$ cat src/rtl/keypad_pkg.sv
// keypad_pkg: shared types and helpers for the 4x4 keypad scanner.
//   state_e        : scanner FSM states (scan columns, confirm a press, wait for release)
//   HEX_LEGEND     : printed legend of the keypad, 4 bits per key, indexed by {row, col}
//   lowest_low_row : index of the lowest-numbered active-low row in a row vector
package keypad_pkg;

    typedef enum logic [1:0] {
        StScan    = 2'd0,
        StConfirm = 2'd1,
        StHeld    = 2'd2
    } state_e;

    // Nibble i holds the legend of key {row, col} == i. Layout, rows 0..3:
    //   1 2 3 A / 4 5 6 B / 7 8 9 C / 0 F E D
    localparam logic [63:0] HEX_LEGEND = 64'hDEF0_C987_B654_A321;

    // Lowest row index wins when several rows are pulled low at once.
    function automatic logic [1:0] lowest_low_row(input logic [3:0] rows_n);
        logic [1:0] idx;
        idx = 2'd0;
        for (int i = 3; i >= 0; i--) begin
            if (!rows_n[i]) begin
                idx = 2'(i);
            end
        end
        return idx;
    endfunction

endpackage

$ cat src/rtl/keypad_sync2.sv
// keypad_sync2: 4-bit two-flop synchronizer for the asynchronous keypad row lines.
// Resets to 4'b1111 (all rows released, since rows are active-low with pull-ups).
//   clk   : system clock
//   reset : asynchronous, active-high
//   d     : asynchronous input bits
//   q     : synchronized output bits
module keypad_sync2 (
    input  logic       clk,
    input  logic       reset,
    input  logic [3:0] d,
    output logic [3:0] q
);

    logic [3:0] meta_q;
    logic [3:0] sync_q;

    always_ff @(posedge clk or posedge reset) begin
        if (reset) begin
            meta_q <= 4'b1111;
            sync_q <= 4'b1111;
        end else begin
            meta_q <= d;
            sync_q <= meta_q;
        end
    end

    assign q = sync_q;

endmodule

$ cat src/rtl/keypad_scanner.sv
// keypad_scanner: 4x4 matrix keypad scanner with debounce and single-event-per-press output.
// One column is driven low at a time; rows are sampled once per 2^TICK_N clocks.
// A press must be seen on DEB_CNT consecutive ticks to be accepted, and a release must be
// seen on DEB_CNT consecutive ticks before scanning resumes.
//
// Optional build macro: KEYPAD_HEX_MAP_EN
//   defined     : key_code is the printed legend value of the key
//   not defined : key_code = {row[1:0], col[1:0]}
//
// Ports:
//   clk       in   system clock
//   reset     in   asynchronous, active-high reset
//   row_n     in   [3:0] keypad rows, active-low, asynchronous to clk
//   col_n     out  [3:0] column drive, active-low, exactly one bit low
//   key_code  out  [3:0] code of the last accepted key (held until the next one)
//   key_valid out  one-cycle pulse coincident with a key_code update
//   key_down  out  high while the accepted key is held (debounced)
module keypad_scanner
    import keypad_pkg::*;
#(
    parameter int unsigned TICK_N  = 17,
    parameter int unsigned DEB_CNT = 4
) (
    input  logic       clk,
    input  logic       reset,
    input  logic [3:0] row_n,
    output logic [3:0] col_n,
    output logic [3:0] key_code,
    output logic       key_valid,
    output logic       key_down
);

    localparam logic [3:0]        DebCnt   = 4'(DEB_CNT);
    localparam logic [TICK_N-1:0] PrescOne = {{(TICK_N - 1){1'b0}}, 1'b1};

    logic [3:0] rows_s;

    keypad_sync2 u_sync (
        .clk   (clk),
        .reset (reset),
        .d     (row_n),
        .q     (rows_s)
    );

    // Prescaler: free-running, tick in the all-ones cycle.
    logic [TICK_N-1:0] presc_q, presc_d;
    logic              tick;

    assign presc_d = presc_q + PrescOne;
    assign tick    = &presc_q;

    state_e     state_q, state_d;
    logic [1:0] col_q, col_d;
    logic [1:0] row_q, row_d;
    logic [3:0] cnt_q, cnt_d;
    logic [3:0] code_q, code_d;
    logic       valid_q, valid_d;
    logic       down_q, down_d;

    logic       any_low;
    logic [1:0] sel_row;
    logic       latched_low;
    logic [3:0] cnt_inc;
    logic [3:0] code_sel;

    assign any_low     = ~&rows_s;
    assign sel_row     = lowest_low_row(rows_s);
    assign latched_low = ~rows_s[row_q];
    assign cnt_inc     = cnt_q + 4'd1;

`ifdef KEYPAD_HEX_MAP_EN
    assign code_sel = HEX_LEGEND[{row_q, col_q, 2'b00} +: 4];
`else
    assign code_sel = {row_q, col_q};
`endif

    always_comb begin
        state_d = state_q;
        col_d   = col_q;
        row_d   = row_q;
        cnt_d   = cnt_q;
        code_d  = code_q;
        valid_d = 1'b0;
        down_d  = down_q;

        case (state_q)
            StScan: begin
                if (tick) begin
                    if (!any_low) begin
                        col_d = col_q + 2'd1;
                    end else begin
                        row_d   = sel_row;
                        cnt_d   = 4'd1;
                        state_d = StConfirm;
                    end
                end
            end

            StConfirm: begin
                if (tick) begin
                    // Continue only while the latched row is still the selected one;
                    // a lower row appearing counts as a different key and aborts.
                    if (any_low && (sel_row == row_q)) begin
                        if (cnt_inc == DebCnt) begin
                            code_d  = code_sel;
                            valid_d = 1'b1;
                            down_d  = 1'b1;
                            cnt_d   = 4'd0;
                            state_d = StHeld;
                        end else begin
                            cnt_d = cnt_inc;
                        end
                    end else begin
                        cnt_d   = 4'd0;
                        col_d   = col_q + 2'd1;
                        state_d = StScan;
                    end
                end
            end

            StHeld: begin
                if (tick) begin
                    // Only the latched row in the held column matters; other keys are ignored.
                    if (!latched_low) begin
                        if (cnt_inc == DebCnt) begin
                            down_d  = 1'b0;
                            cnt_d   = 4'd0;
                            col_d   = col_q + 2'd1;
                            state_d = StScan;
                        end else begin
                            cnt_d = cnt_inc;
                        end
                    end else begin
                        cnt_d = 4'd0;
                    end
                end
            end

            default: begin
                // Unreachable encoding: recover at once rather than waiting for a tick.
                state_d = StScan;
                cnt_d   = 4'd0;
                down_d  = 1'b0;
            end
        endcase
    end

    always_ff @(posedge clk or posedge reset) begin
        if (reset) begin
            presc_q <= '0;
            state_q <= StScan;
            col_q   <= 2'd0;
            row_q   <= 2'd0;
            cnt_q   <= 4'd0;
            code_q  <= 4'd0;
            valid_q <= 1'b0;
            down_q  <= 1'b0;
        end else begin
            presc_q <= presc_d;
            state_q <= state_d;
            col_q   <= col_d;
            row_q   <= row_d;
            cnt_q   <= cnt_d;
            code_q  <= code_d;
            valid_q <= valid_d;
            down_q  <= down_d;
        end
    end

    assign col_n     = ~(4'b0001 << col_q);
    assign key_code  = code_q;
    assign key_valid = valid_q;
    assign key_down  = down_q;

endmodule
$ cat config.mk
export PLATFORM = sky130hd
export DESIGN_NAME = keypad_scanner
export DESIGN_NICKNAME = d
export VERILOG_FILES = /design/src/rtl/keypad_pkg.sv /design/src/rtl/keypad_sync2.sv /design/src/rtl/keypad_scanner.sv
export SDC_FILE = /design/constraint.sdc
export NUM_CORES = 1
export LEC_CHECK = 0
export CORE_UTILIZATION = 25
export CTS_BUF_LIST = sky130_fd_sc_hd__clkbuf_2 sky130_fd_sc_hd__clkbuf_4 sky130_fd_sc_hd__clkbuf_8
export DETAILED_ROUTE_END_ITERATION = 10
export PLACE_DENSITY = 0.45
export SLEW_MARGIN = 20
export SYNTH_ARGS = -nofsm -noshare
export SYNTH_HDL_FRONTEND = slang
export SYNTH_SLANG_ARGS = --single-unit
$ cat constraint.sdc
create_clock -name clk -period 2.75 [get_ports clk]
set_clock_uncertainty 0.15 [all_clocks]
set_input_delay 0.825 -clock clk [delete_from_list [all_inputs] [get_ports clk]]
set_output_delay 0.825 -clock clk [all_outputs]
set_load 0.005 [all_outputs]
==> results.cfg <==
[grt]
use_met1 = 0.127
grt.busiest_layer = met2
grtUsageMet3 = 0.0249
track_usage = 0.0935
grt_use_met2 = 0.140
antenna_found_initial = 0
grt_max_degree = 42
grt_pass1_vias = 1255
overflow = 0
grt_pass1_wl_um = 6140

[routing]
drc_errors = 0
drt_iter0_drc = 42
via_per_inst = 4.30
drt-pass1-iter-count = 4
routed-via-count = 1290
wl_per_cell_um = 11.5
drt_wl_total_um = 3460
final_antenna_net_count = 0

[timing]
final-hold-violation-count = 0
holdWs_ns = 0.209
rsz0062_at_grt = false
slew_violations = 0
period_share = 0.910
worst_slack_ns = 0.247
worst_slew_margin_rel = 0.708
worst_slew_pin_slew_ns = 0.438
layout_min_cycle_time_ns = 2.50
setup_viol = 0
fin_setup_tns_ns = 0
max_freq_mhz = 400

[logic_synthesis]
synth_top_family_by_area = simple AND/OR/NAND/NOR gates
yosysWarningCount = 0
yosys.area_share.simple = 0.160
ys_seq_elements = 41
postSynth.asyncResetShare = 1.00
synth_nets = 189
synth_edf_count = 0
synth-main-ff-cell = dfrtp_1
synthAdderAreaFrac = 0.0498
synth_cell_types = 42
synth_mux_area_frac = 0.0523
syn_area_um2 = 2010
ys_seq_area_frac = 0.515
synthXorXnorAreaFrac = 0.0741
postSynthAreaPerCell_um2 = 11.5
synth_compound_area_frac = 0.121
synthCells = 175

[status]
status = finished, final reports clean

[setup_path]
cp.required_ns = 1.78
critPathMostFrequentCell = inv_1
cp_slowest_cell = clkdlybuf4s50_1
worst-setup-path-type = reg -> out
cp-end-kind = output port
regToRegSetupSlack_ns = 0.38
max_stage_delay_ns = 0.48
cp_max_fo = 4
crit_path_cell_trace = inv_1, ha_1, inv_1, clkdlybuf4s50_1
worst_setup_path_start_kind = flip-flop
crit_arrival_ns = 1.53

[cells_and_area]
syn2layout_area_growth_pct = 19.5
layout.cells.non_filler = 300
finalNetCount = 211
final.fill_count = 827
final_common_cell = dfrtp_1
mostFrequentLayoutCells = 33 x dfrtp_1, 15 x nand2_1, 15 x clkdlybuf4s50_1
drive_above_1_share = 0.136
num_antenna_cells = 0

[floorplan]
die_x_um = 91.7
rows = 32
core_area_um2 = 7770
die_area_um2 = 8410
ios = 16
initial_utilization = 0.259
die_y_um = 91.7

[cts]
clkLatencyLatePin_ns = 0.29
htreeDepth = 2
post_cts_buffers = 0
cts_root_buf = clkbuf_8
numCtsBuffers = 5
holdBufCountCts = 0
clock_sinks = 41
cts_tree = done
cts_resized = 0
clk_path_buf_depth = 2
clk_pin_slew_ns = 0.08

[placement]
pre_cts_slack_ns = 0.376
place_inst = 292
io_buffer_count = 15
gp_congestion = 0.686
hpwl_um = 2480

[pwr]
peakVddDrop_v = 0.000206
powerDensity_nw_per_um2 = 438
leakage_nw = 1.07
total_power_w = 0.00105

[hold_path]
hp-class = reg -> reg

[job]
max_cap_viol_count = 0
cell usage after synthesis, types with 5 or more instances:
| cell | instances | area [um2] |
|---|---|---|
| dfstp_2 | 8 | 210 |
| o21ai_1 | 5 | 25.0 |
| ha_1 | 8 | 100 |
| inv_1 | 12 | 45.0 |
| xor2_1 | 5 | 43.8 |
| xnor2_1 | 12 | 105 |
| mux2_1 | 6 | 67.6 |
| a21oi_1 | 5 | 25.0 |
| nor2_1 | 7 | 26.3 |
| dfrtp_1 | 33 | 826 |
| nand3_1 | 10 | 50.1 |
| nand2_1 | 15 | 56.3 |
worst paths after layout:
| check | startpoint | end | cells after the start |
|---|---|---|---|
| setup reg to reg | presc_q[7] | col_q[1] | 7 |
| setup / recovery | col_q[0] | col_n[2] | 4 |
| hold reg to reg | u_sync.meta_q[1] | u_sync.q[1] | 0 |
| max in group asynchronous | reset | u_sync.q[1] | 3 |
| min in group asynchronous | reset | presc_q[8] | 3 |
| hold / removal | u_sync.meta_q[1] | u_sync.q[1] | 0 |
kinds of logic (layout without fill, tap and decap cells):
group           count (synthesis)  after routing
fa+ha+maj                       8              8
compound gates                 29             29
mux                             8              8
flops                          41             41
simple gates                   57             57
xor+xnor                       17             17
buf+inv                        15             38
routing by layer:
layer / share of wire / wire length [um] / vias to the layer above
li1: - / - / 653
met4: 0.012 / 40 / 0
met2: 0.46 / 1590 / 16
met5: 0 / 0 / -
met3: 0.034 / 118 / 4
met1: 0.49 / 1710 / 617
where the power goes:
part           internal (W)  switching, W   total, W
registers          0.000613    0.00000599   0.000619
logic             0.0000150     0.0000189  0.0000339
clock network      0.000180      0.000219   0.000399
total              0.000808      0.000244    0.00105
critical path: cells and delay by family, from the launching register on:
kind       cells  cell delay [ns]
flops          1             0.40
buf+inv        3             0.62
fa+ha+maj      1             0.20
per-stage QoR:
stage | util | area [um2]
2_1_floorplan | - | 2010
3_3_place_gp | 0.298 | 2310
3_5_place_dp | 0.298 | 2310
4_1_cts | 0.309 | 2400
5_1_grt | 0.309 | 2400
6_report | 0.309 | 2400
layout make-up:
cell class                 count  area [um2]  share of cell area
sequential                    41        1040               0.431
multi-input combinational    119         918               0.382
timing repair buffer          18         185              0.0771
tap                          102         128              0.0531
clock buffer                   5        68.8              0.0286
inverter                      12        45.0              0.0188
clock inverter                 3        21.3             0.00885
sequential cells by signal (all words and copies together), names as in the netlist, 2 cells and up:
signal,cells
row_q,2
col_q,2
key_code,4
u_sync.q,4
state_q,2
presc_q,17
u_sync.meta_q,4
cnt_q,4
Note: power is estimated with default switching activity, not from simulation.
==> RTL change: new RTL, same flow settings <==
The option `KEYPAD_HEX_MAP_EN` is turned on by a define.
--- a/src/rtl/keypad_scanner.sv
+++ b/src/rtl/keypad_scanner.sv
@@ -16,4 +16,6 @@
 //   key_valid out  one-cycle pulse coincident with a key_code update
 //   key_down  out  high while the accepted key is held (debounced)
+`define KEYPAD_HEX_MAP_EN
+
 module keypad_scanner
     import keypad_pkg::*;
Behaviour: same outputs for any inputs over 10 cycles, from zero or initial values and one cycle with reset high; that may be too few to reach the edited logic, so the function may still have changed.
==> RTL change against the unedited design <==
  * Hold slack worse by 5.4 ps
  * Worst setup slack worse by 160 ps
  * Design area up 6.0%
  * Total power increased by 3.1%
  * Synthesized area grew 7.2%
  * Count of clock-buffer cells in the layout is 2 higher
  * Sequential cell count did not move
  * Routed wire length up 13%
==> RTL change: results (changes against the unedited design) <==
Parameter                              Value

Placed design
  DPL Wire Length    2790 um (was 2475 um)
  Routability congestion estimate from global placement    0.6999 (was 0.6856)
  Placed Cells    314 (was 292)

Worst hold path
  Origin of the worst min-delay path    u_sync.meta_q[0] (was u_sync.meta_q[1])
  End point of the most critical hold path    u_sync.q[0] (was u_sync.q[1])

Global routing
  Vias in the first global route    1427 (was 1255)
  Global-route wire length before repair    6782 um (was 6141 um)
  GRT Util Overall    0.09786 (was 0.09347)

Timing
  Worst Hold Slack    204.0 ps (was 209.4 ps)
  Highest clock frequency the design can meet    375.7 MHz (was 399.6 MHz)
  Measured slew at the worst slew-check pin    523.8 ps (was 437.8 ps)

Synth
  Netlist cell types    51 (was 42)
  Main area contributors after synthesis    dfrtp_1 (38%), dfstp_2 (9.8%), xnor2_1 (5.3%) (was dfrtp_1 (41%), dfstp_2 (10%), xnor2_1 (5.2%))
  Most used standard cells in the synthesized netlist    dfrtp_1 (33), nand2_1 (19), inv_1 (15) (was dfrtp_1 (33), nand2_1 (15), inv_1 (12), xnor2_1 (12), nand3_1 (10))
  Post-synth net total    211 (was 189)
  Number of instances in the synthesized netlist    196 (was 175)

Cells and area
  Layout buffer count excluding clock buffers    19 (was 18)
  Sequential cell count of the final layout    41 (unchanged)
  Combined area of the multi-input logic cells    1041 um2 (was 918.4 um2)
  Layout buffering overhead excluding clock cells    0.07076 (was 0.07708)
  Layout inverter count without the clock tree    15 (was 12)
  Filler cell count    857 (was 827)
  Number of nets in the finished design    231 (was 211)
  Layout overhead on the synthesized area    18.18% (was 19.48%)
  Share of final-layout standard cells stronger than drive strength 1    0.1475 (was 0.1364)
  Multi-input combinational cell count    134 (was 119)

Drt
  Iteration-0 DRC Markers    103 (was 42)
  Total via count after detailed routing    1462 (was 1290)
  Final routed wirelength across all metal layers    3920 um (was 3458 um)
  Post-detailed-route wirelength per cell    12.17 um (was 11.53 um)

Worst setup path
  Worst R2R Setup Slack    200 ps (was 380 ps)
  Reg-to-reg critical path endpoint    state_q[0] (was col_q[1])
  End of the critical path    col_n[0] (was col_n[2])
  Worst Reg-to-Reg Cells    9 (was 7)

Status
  Result of the run    finished clean (unchanged)

Power
  Worst vdd ir    0.2187 mV (was 0.2062 mV)
  Leakage power figure    1.124 nW (was 1.074 nW)
  Clk pwr share    0.402 (was 0.379)
  Switching power as a share of total power    0.2140 (was 0.2318)
  Reported combinational group power    0.0291 mW (was 0.0339 mW)

Die
  Tapcell count    105 (was 102)
RTL change: changes by cell type after synthesis, sizes merged, moves of 2 or more:
cell	before	now
mux2	7	5
buf	1	4
inv	12	15
nand2	15	19
nor3b	0	3
nand3b	3	1
mux2i	0	2
a211oi	0	3
and2	3	0
a21oi	7	4
nor2b	1	4
a31oi	3	0
and4	2	4
nor3	2	5
RTL change: layer usage:
layer / GRT usage / up-vias / share of wire
met3: 0.02899 / 4 / 0.045
met4: 0.03788 / 0 / 0.010
met2: 0.1421 / 23 / 0.45
li1: - / 736 / -
met5: 0 / - / 0
met1: 0.1356 / 699 / 0.49
RTL change: cells by family after synthesis:
logic type,Yosys count,synth area share
XOR/XNOR,19,0.07724
AND/OR/NAND/NOR,66,0.1818
adder cells (fa/ha/maj),9,0.05227
multiplexers,8,0.05285
flip-flops,41,0.4808
AO/OA/AOI/OAI,32,0.1161
buffers and inverters,21,0.03891
